$ cat src/rtl/nco_pkg.sv
// Shared definitions for the NCO sweep controller: FSM states, default widths
// and the sweep direction encoding.
package nco_pkg;

  localparam int INC_W_DEF   = 2;
  localparam int DWELL_W_DEF = 16;

  typedef enum logic [1:0] {
    ST_IDLE = 2'd0,
    ST_RUN  = 2'd1,
    ST_DONE = 2'd2
  } state_e;

  typedef enum logic {
    DIR_UP   = 1'b0,
    DIR_DOWN = 1'b1
  } dir_e;

endpackage

$ cat src/rtl/nco_dwell_cnt.sv
// Loadable dwell down-counter. A zero load value behaves as one, and the
// counter reloads its period automatically on the expiry cycle.
module nco_dwell_cnt #(
  parameter int DWELL_W = 16
) (
  input  logic               clk,
  input  logic               rst,
  input  logic               load_i,
  input  logic [DWELL_W-1:0] load_val_i,
  input  logic               en_i,
  output logic               expire_o
);

  logic [DWELL_W-1:0] period_q, period_d;
  logic [DWELL_W-1:0] cnt_q, cnt_d;
  logic [DWELL_W-1:0] clamped;

  assign clamped  = (load_val_i == '0) ? DWELL_W'(1) : load_val_i;
  assign expire_o = en_i && (cnt_q == DWELL_W'(1));

  always_comb begin
    period_d = period_q;
    cnt_d    = cnt_q;
    if (load_i) begin
      period_d = clamped;
      cnt_d    = clamped;
    end else if (en_i) begin
      cnt_d = expire_o ? period_q : cnt_q - DWELL_W'(1);
    end
  end

  always_ff @(posedge clk or posedge rst) begin
    if (rst) begin
      period_q <= '0;
      cnt_q    <= '0;
    end else begin
      period_q <= period_d;
      cnt_q    <= cnt_d;
    end
  end

endmodule

$ cat src/rtl/nco_sweep_ctrl.sv
// Sweep sequencer for the NCO: accepts a start/stop/dwell/loop command and
// steps the NCO increment one unit per dwell period toward the stop value.
module nco_sweep_ctrl
  import nco_pkg::*;
#(
  parameter int INC_W   = INC_W_DEF,
  parameter int DWELL_W = DWELL_W_DEF
) (
  input  logic               clk,
  input  logic               rst,
  input  logic               cmd_valid,
  output logic               cmd_ready,
  input  logic [INC_W-1:0]   cmd_start_inc,
  input  logic [INC_W-1:0]   cmd_stop_inc,
  input  logic [DWELL_W-1:0] cmd_dwell,
  input  logic               cmd_loop,
  input  logic               abort,
  output logic               EN,
  output logic [INC_W-1:0]   inc,
  output logic               busy,
  output logic               step_strobe,
  output logic               done
);

  state_e             state_q, state_d;
  dir_e               dir_q, dir_d;
  logic [INC_W-1:0]   start_q, start_d;
  logic [INC_W-1:0]   stop_q, stop_d;
  logic               loop_q, loop_d;
  logic [INC_W-1:0]   inc_q, inc_d;
  logic               en_q, en_d;
  logic               busy_q, busy_d;
  logic               strobe_q, strobe_d;
  logic               done_q, done_d;
  logic               cnt_load, cnt_en, expire;

  nco_dwell_cnt #(.DWELL_W(DWELL_W)) u_dwell (
    .clk        (clk),
    .rst        (rst),
    .load_i     (cnt_load),
    .load_val_i (cmd_dwell),
    .en_i       (cnt_en),
    .expire_o   (expire)
  );

  assign cmd_ready   = (state_q == ST_IDLE);
  assign EN          = en_q;
  assign inc         = inc_q;
  assign busy        = busy_q;
  assign step_strobe = strobe_q;
  assign done        = done_q;

  always_comb begin
    state_d  = state_q;
    dir_d    = dir_q;
    start_d  = start_q;
    stop_d   = stop_q;
    loop_d   = loop_q;
    inc_d    = inc_q;
    en_d     = en_q;
    busy_d   = busy_q;
    strobe_d = 1'b0;
    done_d   = 1'b0;
    cnt_load = 1'b0;
    cnt_en   = 1'b0;
    unique case (state_q)
      ST_IDLE: begin
        if (cmd_valid) begin
          start_d  = cmd_start_inc;
          stop_d   = cmd_stop_inc;
          loop_d   = cmd_loop;
          dir_d    = (cmd_stop_inc >= cmd_start_inc) ? DIR_UP : DIR_DOWN;
          inc_d    = cmd_start_inc;
          en_d     = 1'b1;
          busy_d   = 1'b1;
          cnt_load = 1'b1;
          state_d  = ST_RUN;
        end
      end
      ST_RUN: begin
        // Abort wins over a simultaneous dwell expiry and suppresses done/strobe.
        cnt_en = !abort;
        if (abort) begin
          en_d    = 1'b0;
          busy_d  = 1'b0;
          state_d = ST_IDLE;
        end else if (expire) begin
          if (inc_q != stop_q) begin
            inc_d    = (dir_q == DIR_UP) ? inc_q + INC_W'(1) : inc_q - INC_W'(1);
            strobe_d = 1'b1;
          end else if (loop_q) begin
            inc_d    = start_q;
            strobe_d = 1'b1;
          end else begin
            en_d    = 1'b0;
            busy_d  = 1'b0;
            done_d  = 1'b1;
            state_d = ST_DONE;
          end
        end
      end
      ST_DONE: begin
        state_d = ST_IDLE;
      end
      default: begin
        state_d = ST_IDLE;
      end
    endcase
  end

  always_ff @(posedge clk or posedge rst) begin
    if (rst) begin
      state_q  <= ST_IDLE;
      dir_q    <= DIR_UP;
      start_q  <= '0;
      stop_q   <= '0;
      loop_q   <= 1'b0;
      inc_q    <= '0;
      en_q     <= 1'b0;
      busy_q   <= 1'b0;
      strobe_q <= 1'b0;
      done_q   <= 1'b0;
    end else begin
      state_q  <= state_d;
      dir_q    <= dir_d;
      start_q  <= start_d;
      stop_q   <= stop_d;
      loop_q   <= loop_d;
      inc_q    <= inc_d;
      en_q     <= en_d;
      busy_q   <= busy_d;
      strobe_q <= strobe_d;
      done_q   <= done_d;
    end
  end

endmodule

$ cat config.mk
export PLATFORM = sky130hd
export DESIGN_NAME = nco_sweep_ctrl
export DESIGN_NICKNAME = d
export VERILOG_FILES = /design/src/rtl/nco_pkg.sv /design/src/rtl/nco_dwell_cnt.sv /design/src/rtl/nco_sweep_ctrl.sv
export SDC_FILE = /design/constraint.sdc
export NUM_CORES = 1
export LEC_CHECK = 0
export BUFFER_PORTS_ARGS = -buffer_cell sky130_fd_sc_hd__buf_2
export CORE_AREA = 4 4 77 96
export CTS_BUF_LIST = sky130_fd_sc_hd__clkbuf_8
export DETAILED_ROUTE_END_ITERATION = 10
export DIE_AREA = 0 0 81 100
export PLACE_DENSITY_LB_ADDON = 0.12
export SLEW_MARGIN = 20
export SYNTH_ARGS = -nofsm -noshare
export SYNTH_HDL_FRONTEND = slang
export SYNTH_SLANG_ARGS = --single-unit
export TNS_END_PERCENT = 30
$ cat constraint.sdc
create_clock -name clk -period 7 [get_ports clk]
set_input_delay 0.7 -clock clk [delete_from_list [all_inputs] [get_ports clk]]
set_output_delay 0.7 -clock clk [all_outputs]
set_load 0.005 [all_outputs]
==> Word-level counts from Yosys, hierarchy flattened <==
Index checks and enable logic that the tools add are counted.
{ "word_totals": {"output_inout_bits": 7, "word_cells": 72, "inputBits": 25, "reg_bits": 45} }
{ "op_classes": {"n_reduce_logical": 10, "mux": 37, "eq_ne": 10, "magnitude_cmp": 1, "add_sub_neg": 3} }
{ "op_table": {"columns": ["op", "count"], "rows": [
  ["16-bit two-way mux", 4],
  ["2-bit two-way mux", 11],
  ["1-bit two-way mux", 19],
  ["16-bit by 1-bit == test with 1-bit output, second input constant", 1],
  ["16-bit zero test", 1],
  ["16-bit by 1-bit subtractor with 16-bit output, second input constant", 1],
  ["5-bit AND reduction", 2],
  ["3-bit != test, second input constant", 3],
  ["2-bit case mux with 2 select lines", 2],
  ["2-bit != test, second input constant", 2],
  ["4-bit AND reduction", 1],
  ["2-bit nonzero test", 2],
  ["3-bit by 2-bit != test with 1-bit output, second input constant", 1],
  ["2-bit by 1-bit adder with 2-bit output, second input constant", 1],
  ["2-bit by 1-bit == test with 1-bit output, second input constant", 1],
  ["2-bit >= comparator", 1],
  ["2-bit zero test", 1],
  ["2-bit by 1-bit != test with 1-bit output, second input constant", 1],
  ["2-bit != test", 1],
  ["1-bit case mux with 2 select lines", 1],
  ["2-bit AND reduction", 1],
  ["2-bit by 1-bit subtractor with 2-bit output, second input constant", 1],
  ["1-bit logical AND", 1],
  ["1-bit zero test", 1]
]} }

==> Longest topological paths before layout <==
{ "depth": {"depth_word": 6, "mapped_depth": 8, "mapped_depth_nobuf": 7} }

==> Cells and area by module <==
Synthesis repeated with hierarchy kept, for this count alone.
{ "unflattened": {"hier_cells": 280, "hier_area_um2": 2537.4} }
{ "modules_own_cells": {"columns": ["mod", "seq_area_each_um2", "area_per_inst_um2", "cells_per_inst", "n_inst"], "rows": [
  ["nco_dwell_cnt", 800.8, 1856.8, 205, 1],
  ["nco_sweep_ctrl", 325.3, 680.7, 75, 1]
]} }

==> Least setup slack after synthesis <==
No wires, ideal clock.
{ "synth_path": {"path_type": "reg-to-reg", "from": "register u_dwell.cnt_q[2]", "to": "register u_dwell.cnt_q[14]", "required_time_ps": 6913, "period_less_slack_ps": 2473, "n_path_buf": 2, "setup_ps": 87, "path_stages_with_launch": 8, "arrival_ps": 2386, "path_slack_ps": 4527, "cell_sequence": "dfrtp_1 > or4_1 > buf_2 > or4_4 > buf_6 > or4_4 > xor2_1 > a211oi_2"} }
{ "synth_via": {"elab_chain_len": 5, "word_cells_on_any_way": 6, "cone_classes": "add/sub: 1; eq/ne: 1; mux: 3; reduce/logical: 1"} }
{ "synth_lines": {"columns": ["item", "line", "source"], "rows": [
  ["start, declared", "nco_dwell_cnt.sv:15", "logic [DWELL_W-1:0] cnt_q, cnt_d;"],
  ["start signal, assigned", "nco_dwell_cnt.sv:38", "cnt_q <= cnt_d;"],
  ["parallel branches: the longest is 2 deep, another holds 16-bit by 1-bit subtractor with 16-bit output", null, null],
  ["16-bit two-way mux *", "nco_dwell_cnt.sv:28", "cnt_d = expire_o ? period_q : cnt_q - DWELL_W'(1);"],
  ["16-bit two-way mux *", "nco_dwell_cnt.sv:27", "end else if (en_i) begin"],
  ["16-bit two-way mux *", "nco_dwell_cnt.sv:24", "if (load_i) begin"]
]} }
Mark *: on every way between the ends. The select of a mux whose other input is x is not followed.
A chain may end at the register's enable or synchronous reset.

==> Worst setup path in the final report <==
{ "layout_path": {"from": "register u_dwell.cnt_q[2]", "to": "register inc_q[0] (netlist: inc[0])"} }
{ "layout_via": {"elab_chain_len": 4} }
{ "layout_lines": {"columns": ["item", "line", "source"], "rows": [
  ["16-bit by 1-bit == test with 1-bit output", "nco_dwell_cnt.sv:19", "assign expire_o = en_i && (cnt_q == DWELL_W'(1));"],
  ["1-bit logical AND", "nco_dwell_cnt.sv:19", null],
  ["2-bit by 1-bit != test with 1-bit output (no source line)", null, null],
  ["5-bit AND reduction (no source line)", null, null],
  ["end signal, assigned", "nco_sweep_ctrl.sv:129", "inc_q <= inc_d;"],
  ["end, declared", "nco_sweep_ctrl.sv:30", "logic [INC_W-1:0] inc_q, inc_d;"]
]} }
Every way passes these cells.

==> impl_metrics.yaml <==
routing:
  ant_nets: 0
  wl_per_cell_um: 17.3
  drc: 0
  wirelength_mm: 7.11
  num_vias: 2297
  drt-initial-drc-count: 165
  vias_per_cell: 5.58
  detail_route.first_pass.iterations: 6
clocking:
  root_buffer: "clkbuf_8"
  cts.sinks: 45
  insertion_delay_ns: 0.30
  hold_buffers: 0
  clk_pin_slew_ns: 0.09
  ctsResizeCount: 0
  cts_made_buffers: 5
  post-cts-setup-buffer-count: 0
  cts_tree: "yes"
  cts_buffer_depth: 2
  cts_max_level: 2
timing:
  setup_viol: 0
  worst_slew_pin_slew_ns: 0.798
  period_share: 0.378
  slew_violations: 0
  setup_tns_ns: 0
  hold_violations: 0
  max-slew-margin-rel: 0.467
  layout_min_cycle_time_ns: 2.64
  rsz0062_at_grt: "false"
  clock.fmax_ghz: 0.378
  hold_slack_ns: 0.484
  skew_ns: 0.00537
logic_synthesis:
  seq_area_frac_synth: 0.446
  yosys_warnings: 0
  synth_seq_cells: 45
  synthFlopType: "dfrtp_1"
  synth.distinct_cells: 46
  ys_async_sr_fraction: 1.00
  avgSynthCellArea_um2: 8.41
  syn_area_um2: 2520
  netlist_instances: 300
  synth_fp_nets: 329
  synth_edf_count: 0
power:
  sw_frac_of_total: 0.356
  p_leak_nw: 1.30
  p_int_uw: 545
  ir_worst_vdd_mv: 0.194
  power_density_nw_per_um2: 297
  pwr-share-clk: 0.246
  combinationalPowerShare: 0.290
  p_seq_frac: 0.464
  p_switching_uw: 302
cells_and_area:
  area_growth_pct: 12.9
  num_antenna_cells: 0
  drive_above_1_share: 0.163
  final_nets: 353
  postLayoutCellArea_um2: 2850
run:
  max-cap-violations: 0
grt:
  grt-busiest-layer: "met2"
  antenna_found_initial: 0
  met1_usage: 0.235
  grt_pass1_vias: 2255
  grtUsageMet2: 0.311
  grt_pass1_wl_mm: 11.6
  grt_use_total: 0.185
  grt_max_degree: 46
  grt_overflow: 0
  met3_usage: 0.0359
worst_setup_path:
  ff2ff_setup_slack_ns: 4.36
  crit_required_ns: 7.19
  critPathKind: "flop to flop"
  r2r_cells: 5
  worstPathArrival_ns: 2.83
  worstReg2RegEnd: "inc[0]"
  cp-end-kind: "flop"
  critPathMaxFanout: 9
  crit_family: "simple AND/OR/NAND/NOR gates"
  critical_path.slowest_cell: "or4_1"
  crit_buf_inv: 0
  start_kind: "flop"
  path_cells: "or4_1 > nor4_1 > nand3_1 > o41ai_1 > nand2_1"
  cpPeakStageDelay_ns: 0.70
  rr_startpoint: "u_dwell.cnt_q[2]"
placement:
  gp_congestion: 0.868
  dpl.hpwl_mm: 5.10
  place_area_um2: 2730
  port_buffers: 31
floorplanning:
  row_count: 33
  start_util: 0.387
  die_y_um: 100
  core_area_um2: 6520
  die_x_um: 81
  ioPinCount: 32
  die_area_um2: 8100
min_path:
  min_path_type: "flop to flop"
  min_path_cells: 2
  min_from: "u_dwell.period_q[5]"
  min_to: "u_dwell.period_q[5]"
outcome:
  outcome: "finished clean"
[cells in the mapped netlist (3+ instances only)]
cell type | instances | area, um2
a21oi_1 | 13 | 65.1
a22oi_1 | 6 | 45.0
a31oi_1 | 4 | 25.0
clkbuf_1 | 13 | 48.8
dfrtp_1 | 45 | 1130
ha_1 | 4 | 50.1
inv_1 | 12 | 45.0
mux2i_1 | 4 | 40.0
nand2_1 | 75 | 282
nand2b_1 | 3 | 18.8
nand3_1 | 7 | 35.0
nor2_1 | 21 | 78.8
nor3_1 | 13 | 65.1
nor4_1 | 7 | 43.8
o21ai_0 | 13 | 65.1
o221ai_1 | 3 | 26.3
o22ai_1 | 7 | 43.8
xnor2_1 | 7 | 61.3
xor2_1 | 5 | 43.8
[flip-flops by register name (all words and copies together), names as in the netlist]
name / flops
start_q: 2
stop_q: 2
u_dwell.period_q: 16
inc: 2
busy: 1
dir_q: 1
step_strobe: 1
u_dwell.cnt_q: 16
done: 1
loop_q: 1
state_q: 2
[metrics by stage]
step                total power, mW  setup WS (ns)  instances   util
floorplan                     0.567           4.53        300      -
global placement              0.640           4.40        404  0.419
detailed placement            0.641           4.35        404  0.419
CTS                           0.848           4.35        412  0.437
global route                  0.902           4.18        412  0.437
finish                        0.847           4.36        412  0.437
[kinds of logic after synthesis]
kind of cell	after synthesis	share of synthesized area
adders and majority gates	4	0.0198
AOI/OAI and AO/OA	60	0.155
buffers and inverters	28	0.0466
and+or+nand+nor	145	0.265
xor gates and xnor gates	12	0.0417
DFF	45	0.446
muxes	6	0.0248
[per-layer routing]
metal,vias up,share of wire
li1,1095,-
met1,1107,0.42
met2,74,0.50
met3,21,0.047
met4,0,0.031
met5,-,0
[layout make-up]
type	instances	area (um2)
Multi-Input combinational cell	227	1280
Inverter	12	46.3
Clock inverter	2	33.8
Clock buffer	6	82.6
Sequential cell	45	1130
Fill cell	708	3670
Timing Repair Buffer	33	170
Tap cell	87	109
[cell usage in the layout (no fill, tap or decap), types with 5 or more instances in the layout]
cell type	n
nor4_1	7
nand2_1	75
xnor2_1	7
nor3_1	13
dfrtp_1	45
nand3_1	7
buf_2	31
a21oi_1	13
inv_1	12
xor2_1	5
o21ai_0	13
o22ai_1	7
clkbuf_8	6
nor2_1	20
a22oi_1	6
[worst min-delay path, delay by kind of cell, from the launching register on]
kind,cells,cell delay (ns)
simple gates,2,0.11
flops,1,0.35
[how the worst max path moves through the flow]
stage                      from  slack (ns)                 to  depth (start not counted)
5_1_grt        u_dwell.cnt_q[2]        4.18  u_dwell.cnt_q[15]                          5
3_5_place_dp   u_dwell.cnt_q[2]        4.35             inc[0]                          5
3_3_place_gp   u_dwell.cnt_q[2]        4.40             inc[0]                          5
4_1_cts        u_dwell.cnt_q[2]        4.35             inc[0]                          5
6_report       u_dwell.cnt_q[2]        4.36             inc[0]                          5
2_1_floorplan  u_dwell.cnt_q[2]        4.53  u_dwell.cnt_q[14]                          7
[power by group through the flow]
stage	Combinational [mW]	Clock, mW	Sequential (mW)
2_1_floorplan	0.196	0	0.371
3_3_place_gp	0.243	0	0.397
3_5_place_dp	0.245	0	0.396
4_1_cts	0.246	0.210	0.391
5_1_grt	0.279	0.223	0.400
6_report	0.246	0.208	0.393
Power figures use the tool's default switching activity.
